### src/rtl/modulo_controlador_display_mux_pkg.sv
// Shared types for the multiplexed 7-segment scanner: FSM states and BCD helpers.
package modulo_controlador_display_mux_pkg;

    typedef enum logic [1:0] {
        ST_IDLE  = 2'd0,
        ST_GUARD = 2'd1,
        ST_ON    = 2'd2
    } state_t;

    localparam logic [3:0] BCD_MAX = 4'd9;

    function automatic logic bcd_invalid(input logic [3:0] digit);
        return digit > BCD_MAX;
    endfunction

endpackage

### src/rtl/modulo_controlador_display_mux_varredura.sv
// Slot counter and digit index for the display scan; flags slot end and frame wrap.
module modulo_controlador_display_mux_varredura #(
    parameter int N_DIGITS = 4,
    parameter int SCAN_DIV = 50000
) (
    input  logic                        clk,
    input  logic                        rst_n,
    input  logic                        clear,
    input  logic                        run,
    output logic [$clog2(SCAN_DIV)-1:0] cnt,
    output logic [$clog2(N_DIGITS)-1:0] idx,
    output logic [$clog2(N_DIGITS)-1:0] idx_nx,
    output logic                        slot_end,
    output logic                        wrap
);

    localparam int CNT_W = $clog2(SCAN_DIV);
    localparam int IDX_W = $clog2(N_DIGITS);

    logic [CNT_W-1:0] cnt_nx;

    assign slot_end = (cnt == CNT_W'(SCAN_DIV - 1));
    assign wrap     = slot_end && (idx == IDX_W'(N_DIGITS - 1));

    // NOTE: every combinational output gets a default first so no path can infer a latch.
    always_comb begin
        cnt_nx = cnt;
        idx_nx = idx;
        if (clear) begin
            cnt_nx = '0;
            idx_nx = '0;
        end else if (run) begin
            if (slot_end) begin
                cnt_nx = '0;
                idx_nx = wrap ? '0 : idx + IDX_W'(1);
            end else begin
                cnt_nx = cnt + CNT_W'(1);
            end
        end
    end

    // NOTE: state registers use non-blocking assignment so all flops update together at the edge.
    always_ff @(posedge clk or negedge rst_n) begin
        if (!rst_n) begin
            cnt <= '0;
            idx <= '0;
        end else begin
            cnt <= cnt_nx;
            idx <= idx_nx;
        end
    end

endmodule

### src/rtl/modulo_controlador_display_mux.sv
// Multiplexed N-digit 7-segment scanner with double-buffered digits, anti-ghost guard and LZS.
module modulo_controlador_display_mux
    import modulo_controlador_display_mux_pkg::*;
#(
    parameter int N_DIGITS    = 4,
    parameter int SCAN_DIV    = 50000,
    parameter int BLANK_GUARD = 2,
    parameter int ANODE_ACT   = 0
) (
    input  logic                  clk,
    input  logic                  rst_n,
    input  logic                  enable,
    input  logic                  load,
    input  logic [4*N_DIGITS-1:0] digits_in,
    input  logic [N_DIGITS-1:0]   dp_in,
    input  logic                  lzs_en,
    output logic                  load_ack,
    output logic [3:0]            bcd_out,
    output logic                  blank_out,
    output logic                  dp_out,
    output logic [N_DIGITS-1:0]   anode_out,
    output logic                  frame_done
);

    localparam int     CNT_W      = $clog2(SCAN_DIV);
    localparam int     IDX_W      = $clog2(N_DIGITS);
    localparam logic   ANODE_ON   = (ANODE_ACT != 0);
    localparam logic   ANODE_OFF  = !ANODE_ON;
    localparam state_t SLOT_START = (BLANK_GUARD == 0) ? ST_ON : ST_GUARD;

    state_t state, state_nx;

    logic [N_DIGITS-1:0][3:0] pend_digits, act_digits, act_digits_nx;
    logic [N_DIGITS-1:0]      pend_dp, act_dp, act_dp_nx;
    logic                     pend_valid;

    logic [CNT_W-1:0] cnt;
    logic [IDX_W-1:0] idx, idx_nx;
    logic             slot_end, wrap, clear, run, frame_end, commit;

    logic [N_DIGITS-1:0] anode_nx, supp;
    logic [3:0]          bcd_nx;
    logic                blank_nx, dp_nx, zero_run;

    assign clear     = !enable || (state == ST_IDLE);
    assign run       = enable && (state != ST_IDLE);
    assign frame_end = run && wrap;
    assign commit    = (enable && (state == ST_IDLE)) || frame_end;

    modulo_controlador_display_mux_varredura #(
        .N_DIGITS (N_DIGITS),
        .SCAN_DIV (SCAN_DIV)
    ) u_varredura (
        .clk      (clk),
        .rst_n    (rst_n),
        .clear    (clear),
        .run      (run),
        .cnt      (cnt),
        .idx      (idx),
        .idx_nx   (idx_nx),
        .slot_end (slot_end),
        .wrap     (wrap)
    );

    always_comb begin
        state_nx = state;
        if (!enable) begin
            state_nx = ST_IDLE;
        end else begin
            unique case (state)
                ST_IDLE:  state_nx = SLOT_START;
                ST_GUARD: if (cnt == CNT_W'(BLANK_GUARD - 1)) state_nx = ST_ON;
                ST_ON:    if (slot_end) state_nx = SLOT_START;
                default:  state_nx = ST_IDLE;
            endcase
        end
    end

    // A load in the commit cycle still lands in pending; commit copies the older pending value.
    assign act_digits_nx = (commit && pend_valid) ? pend_digits : act_digits;
    assign act_dp_nx     = (commit && pend_valid) ? pend_dp     : act_dp;

    // Outputs are derived from next-state values so the registered outputs line up with the FSM.
    always_comb begin
        anode_nx = {N_DIGITS{ANODE_OFF}};
        bcd_nx   = '0;
        dp_nx    = 1'b0;
        blank_nx = 1'b1;
        supp     = '0;
        zero_run = 1'b1;
        for (int i = N_DIGITS - 1; i >= 1; i--) begin
            zero_run = zero_run && (act_digits_nx[i] == 4'd0);
            supp[i]  = zero_run;
        end
        if (state_nx != ST_IDLE) begin
            bcd_nx = act_digits_nx[idx_nx];
            dp_nx  = act_dp_nx[idx_nx];
        end
        if (state_nx == ST_ON) begin
            anode_nx[idx_nx] = ANODE_ON;
            blank_nx         = bcd_invalid(act_digits_nx[idx_nx]) || (lzs_en && supp[idx_nx]);
        end
    end

    // NOTE: the digit buffers are plain registers, so they take an explicit reset value like any flop.
    always_ff @(posedge clk or negedge rst_n) begin
        if (!rst_n) begin
            state       <= ST_IDLE;
            pend_digits <= '0;
            pend_dp     <= '0;
            pend_valid  <= 1'b0;
            act_digits  <= '0;
            act_dp      <= '0;
            load_ack    <= 1'b0;
            frame_done  <= 1'b0;
            anode_out   <= {N_DIGITS{ANODE_OFF}};
            bcd_out     <= '0;
            blank_out   <= 1'b1;
            dp_out      <= 1'b0;
        end else begin
            state      <= state_nx;
            act_digits <= act_digits_nx;
            act_dp     <= act_dp_nx;
            if (load) begin
                pend_digits <= digits_in;
                pend_dp     <= dp_in;
                pend_valid  <= 1'b1;
            end else if (commit) begin
                pend_valid <= 1'b0;
            end
            load_ack   <= load;
            frame_done <= frame_end;
            anode_out  <= anode_nx;
            bcd_out    <= bcd_nx;
            blank_out  <= blank_nx;
            dp_out     <= dp_nx;
        end
    end

endmodule
### config.mk
export PLATFORM = sky130hd
export DESIGN_NAME = modulo_controlador_display_mux
export DESIGN_NICKNAME = d
export VERILOG_FILES = /design/src/rtl/modulo_controlador_display_mux_pkg.sv /design/src/rtl/modulo_controlador_display_mux_varredura.sv /design/src/rtl/modulo_controlador_display_mux.sv
export SDC_FILE = /design/constraint.sdc
export NUM_CORES = 1
export LEC_CHECK = 0
export ABC_AREA = 1
export CAP_MARGIN = 20
export CORE_ASPECT_RATIO = 2
export CORE_MARGIN = 3
export CORE_UTILIZATION = 56
export CTS_BUF_LIST = sky130_fd_sc_hd__clkbuf_4
export DETAILED_ROUTE_END_ITERATION = 10
export GPL_TIMING_DRIVEN = 0
export MAX_ROUTING_LAYER = met4
export PLACE_DENSITY_LB_ADDON = 0.25
export REMOVE_ABC_BUFFERS = 1
export SETUP_SLACK_MARGIN = 0.5
export SLEW_MARGIN = 20
export SYNTH_ARGS = -nofsm -noshare
export SYNTH_HDL_FRONTEND = slang
export SYNTH_SLANG_ARGS = --single-unit
### constraint.sdc
create_clock -name clk -period 5.8 [get_ports clk]
set_clock_uncertainty 0.15 [all_clocks]
set_input_delay 1.16 -clock clk [delete_from_list [all_inputs] [get_ports clk]]
set_output_delay 1.16 -clock clk [all_outputs]
set_load 0.05 [all_outputs]
-- Word level (Yosys, flattened, before mapping)
Index checks and enable logic that the tools add are counted.
- bits in registers: 73
- input bits: 25
- output and inout port bits: 12
- word-level logic and storage cells: 80
- $add $sub $neg: 2
- $lt $le $gt $ge: 3
- eq/ne operators: 6
- mux-type cells: 27
- bitwise operators: 1
- reductions and logical operators: 21
- operator list (cell ; number):
    two-way mux 16 bit ; 4
    adder 16 x 1 -> 16 bit (second input constant) ; 1
    equality test 16 x 1 -> 1 bit (second input constant) ; 1
    equality test 16 bit (second input constant) ; 1
    two-way mux 4 bit ; 4
    two-way mux 2 bit ; 7
    zero test 4 bit ; 3
    logical AND 1 bit ; 9
    binary-select mux 4 bit (select 2 bit) ; 1
    nonzero test 2 bit ; 4
    two-way mux 1 bit ; 7
    equality test 2 bit (second input constant) ; 3
    case mux 2 bit (3 select lines) ; 1
    binary-select mux 1 bit (select 2 bit) ; 2
    > comparator 4 bit (second input constant) ; 1
    NOT 4 bit ; 1
    logical OR 1 bit ; 3
    < comparator 2 x 3 -> 1 bit (second input constant) ; 1
    adder 2 x 1 -> 2 bit (second input constant) ; 1
    demux 1 bit (select 2 bit) ; 1
    equality test 2 x 1 -> 1 bit (second input constant) ; 1
    greater-or-equal comparator 2 x 1 -> 1 bit (second input constant) ; 1
    zero test 2 bit ; 1
    zero test 1 bit ; 1

-- Depth between registers and ports, before layout
- depth after elaboration: 14
- gate-level depth with buffers: 16
- depth with buffers taken out: 15

-- By module
Synthesis repeated with hierarchy kept, for this count alone.
- cell total of the unflattened synthesis: 467
- area, all modules: 3653.5 um2
- by module, submodules not included (module ; times used ; cells each ; area each (um2) ; seq. area each (um2)):
    modulo_controlador_display_mux ; 1 ; 288 ; 2458.6 ; 1382.6
    modulo_controlador_display_mux_varredura ; 1 ; 179 ; 1194.9 ; 450.4

-- Worst setup path before layout
No wires, ideal clock.
- path kind: input -> register
- from: in enable
- to: reg blank_out
- setup time: 0.092 ns
- arrival time: 2.358 ns
- required time: 5.558 ns
- setup slack: 3.201 ns
- stages: 12
- path buffers: 1
- path through: buf_2 inv_1 nor2_2 nand3_1 nand2_1 inv_2 nand3_1 nand2_1 nor2_1 nand2_1 nand2_1 nand3_1
- cells in the longest elaborated chain, start to end: 13
- elaborated cells between the ends (all ways): 25
- classes of those cells: 1 x order compare; 1 x eq/ne; 9 x mux; 14 x reduce/logical
- ends and longest elaborated chain (element ; RTL line ; text):
    start, declared ; modulo_controlador_display_mux.sv:12 ; input logic enable,
    branches (longest 12 deep; another with > comparator 4 bit) ; -- ;
    two-way mux 1 bit (*) ; modulo_controlador_display_mux.sv:99 ; if (state_nx == ST_ON) begin
    net blank_nx ; modulo_controlador_display_mux.sv:43 ; logic blank_nx, dp_nx, zero_run;
    end signal, assigned ; modulo_controlador_display_mux.sv:135 ; blank_out <= blank_nx;
    end, declared ; modulo_controlador_display_mux.sv:19 ; output logic blank_out,
Mark *: on every way through the listed nets, which the timed path passes. The select of a mux whose other input is x is not followed.
A chain may end at the register's enable or synchronous reset.

-- Final worst setup path
Same ends and word-level chain as after synthesis.

==> results.md <==
- Status: completed
- DR pass1 iterations: 4
- DP Area: 0.00383 mm^2
- Asr flop ratio synth: 1.00
- Nature of the critical path endpoint: flip-flop
- RSZ-0062 raised after global routing: no
- Routed len/inst: 13.4 um
- Reg-to-reg setup timing slack: between 3 and 4 ns
- Distinct cells, synth: 36
- Critical Path Start Type: primary input
- Count leader, synth: nand2_1
- Top FF cell, synth: dfrtp_1
- Final Instance Area: just under 0.004 mm^2
- Worst Max-Slew Pin Slew: 0.750 ns
- Tot GR Track Use: 0.233
- Final worst slack: around 2.4 ns
- Crit path DAT: roughly 3.6 ns
- HP Start: pend_digits[11]$_DFFE_PN0P_
- CORE AREA: between 0.005 and 0.006 mm^2
- Maxcap violations: 0
- H-tree levels: 3
- Ranking of synthesized cells by area: dfrtp_1, nand2_1, inv_1, nor2_1, dfstp_2
- Placed insts: 497
- Yosys top cell area share: 0.495
- Largest net degree at the start of global routing: 44
- Fin nets: 475
- Die Area: 0.00718 mm^2
- Synth Cell Area: around 0.0034 mm^2
- First-pass GRT wire length: 11.9 mm
- Post-route insts no fill: a little over 500
- Vias in the first global route: about 2.7k
- CP Max Fanout: 19
- Hold Vio Cnt, Final: 0
- Synthesized instance count: approximately 400
- Relative slew slack: 0.498
- Cts bufs inserted: 9
- Hold_buf cts: 0
- DP Worst Slack: 1.96 ns
- Hpwl dp: between 5 and 6 mm
- Synth cell count leaders: nand2_1, dfrtp_1, inv_1
- Crit Path Class: in2reg
- Residual DRC: 0
- Fin Setup TNS: 0 ns
- Post-synth EDFFs: 0
- Post-synth top area cell: dfrtp_1
- Pwr per Cell Area: ~270 mW/mm^2
- Clock transition at path regs: roughly 0.1 ns
- GR Overflow Total: 0
- Yosys warns: 0
- Critical R2R Capture: blank_out$_DFF_PN1_
- Row cnt: 39
- Reg2reg start: u_varredura.cnt[0]$_DFF_PN0_
- Initial antenna violation count: 0
- Post-synthesis sequential area ratio: 0.533
- Die height: 117 um
- Max Slew Vio Count: 0
- Antenna cells: 0
- I/O pin total: 37
- Starting density of the core: 0.592
- Worst reg-to-reg path cell count: 12
- F_max: slightly below 0.3 GHz
- Root Driver: clkbuf_4
- Hold Crit Class: reg2reg
- Die Wd: 61.4 um
- Worst skew pair latency: roughly 0.4 ns
- Req. time, crit path: about 6.0 ns
- Worst vdd ir: about 190 uV
- Yosys reg bits: 73
- Hold path depth: 2
- CTS tree: yes
- Avg Cell Area, Syn: between 8 and 9 um^2
- Final core utilization: 0.676
- Post-CTS Resized: 0
- Final WL: between 6 and 7 mm
- Area delta synth->final: 14.1%
- Placer Congestion: between 0.8 and 0.9
- Longest Clk Path Bufs: 2
- Final worst path period share: 0.590
- Setup violators final: 0
- Clk sinks: 73
- Final ANT Viol Nets: 0
- Drt via density: between 5 and 6
- Pleak: 1.91 nW
- Postcts setup bufs: 0
- Port Buffers: 36
- Via count: ~2.7k
- Tmin final: approximately 3.4 ns
- Hold Path End: pend_digits[11]$_DFFE_PN0P_
- Initial DRC Count: 87
- Share of post-route cells with drive strength above 1: 0.113
## metrics by stage
step	power (mW)	hold WS, ns
floorplan	0.757	0.287
global placement	0.835	0.304
global route	1.15	0.374
CTS	1.09	0.336
finish	1.08	0.330
detailed placement	0.845	0.311
## state kept, by name (all words and copies together) (netlist names)
name             count
state                2
pend_valid           1
act_digits          16
anode_out            4
frame_done           1
pend_dp              4
load_ack             1
u_varredura.idx      2
bcd_out              4
dp_out               1
blank_out            1
act_dp               4
pend_digits         16
u_varredura.cnt     16
## how the worst max path moves through the flow
stage | start | to
2_1_floorplan | enable | blank_out$_DFF_PN1_
3_3_place_gp | rst_n | pend_valid$_DFFE_PN0P_
3_5_place_dp | enable | blank_out$_DFF_PN1_
4_1_cts | enable | blank_out$_DFF_PN1_
5_1_grt | enable | blank_out$_DFF_PN1_
6_report | enable | blank_out$_DFF_PN1_
## layout by cell type, fill, tap and decap left out, types with 5 or more instances in the layout
cell type / instances
nand2_1: 113
o21ai_0: 18
dfstp_2: 5
o21ai_1: 6
nand2_2: 8
dfrtp_1: 68
inv_1: 52
clkinv_1: 5
nor2_2: 5
a21oi_1: 8
clkdlybuf4s50_1: 34
nor2_1: 43
nand3_1: 20
nand4_1: 16
clkbuf_4: 10
## layout make-up
class / instances / area, um^2
Clock buffer: 10 / 75.1
Timing Repair Buffer: 37 / 373
Sequential cell: 73 / 1830
Clock inverter: 6 / 25.0
Inverter: 57 / 214
Multi-Input combinational cell: 269 / 1330
Fill cell: 491 / 1880
Tap cell: 61 / 76.3
## cells by family (layout without fill, tap and decap cells)
logic type / Yosys count / count (layout) / synth area share
flops: 73 / 73 / 0.533
xor+xnor: 3 / 3 / 0.00764
simple gates: 222 / 222 / 0.302
fa+ha+maj: 3 / 3 / 0.0109
compound gates: 41 / 41 / 0.0658
buf+inv: 68 / 110 / 0.0808
## layer usage
metal	track usage	vias up	routed length, um
met4	0.139	0	313
met2	0.394	52	3870
met1	0.242	1250	2510
li1	-	1363	-
met3	0.0406	21	190
met5	-	-	0
## critical path: stages
cell	delay (ns)
clkdlybuf4s50_1	0.95
inv_1	0.15
nor2_2	0.26
nand3_1	0.19
nor2_1	0.34
nand3_1	0.17
nand2_1	0.09
nor2_1	0.06
nand2_1	0.08
nand2_1	0.06
nand3_1	0.09
## power by group
| group | switching [mW] | internal (mW) |
|---|---|---|
| clock | 0.160 | 0.0860 |
| sequential | 0.0268 | 0.570 |
| combinational | 0.152 | 0.0837 |
| total | 0.339 | 0.740 |
(Power assumes the default switching activity.)
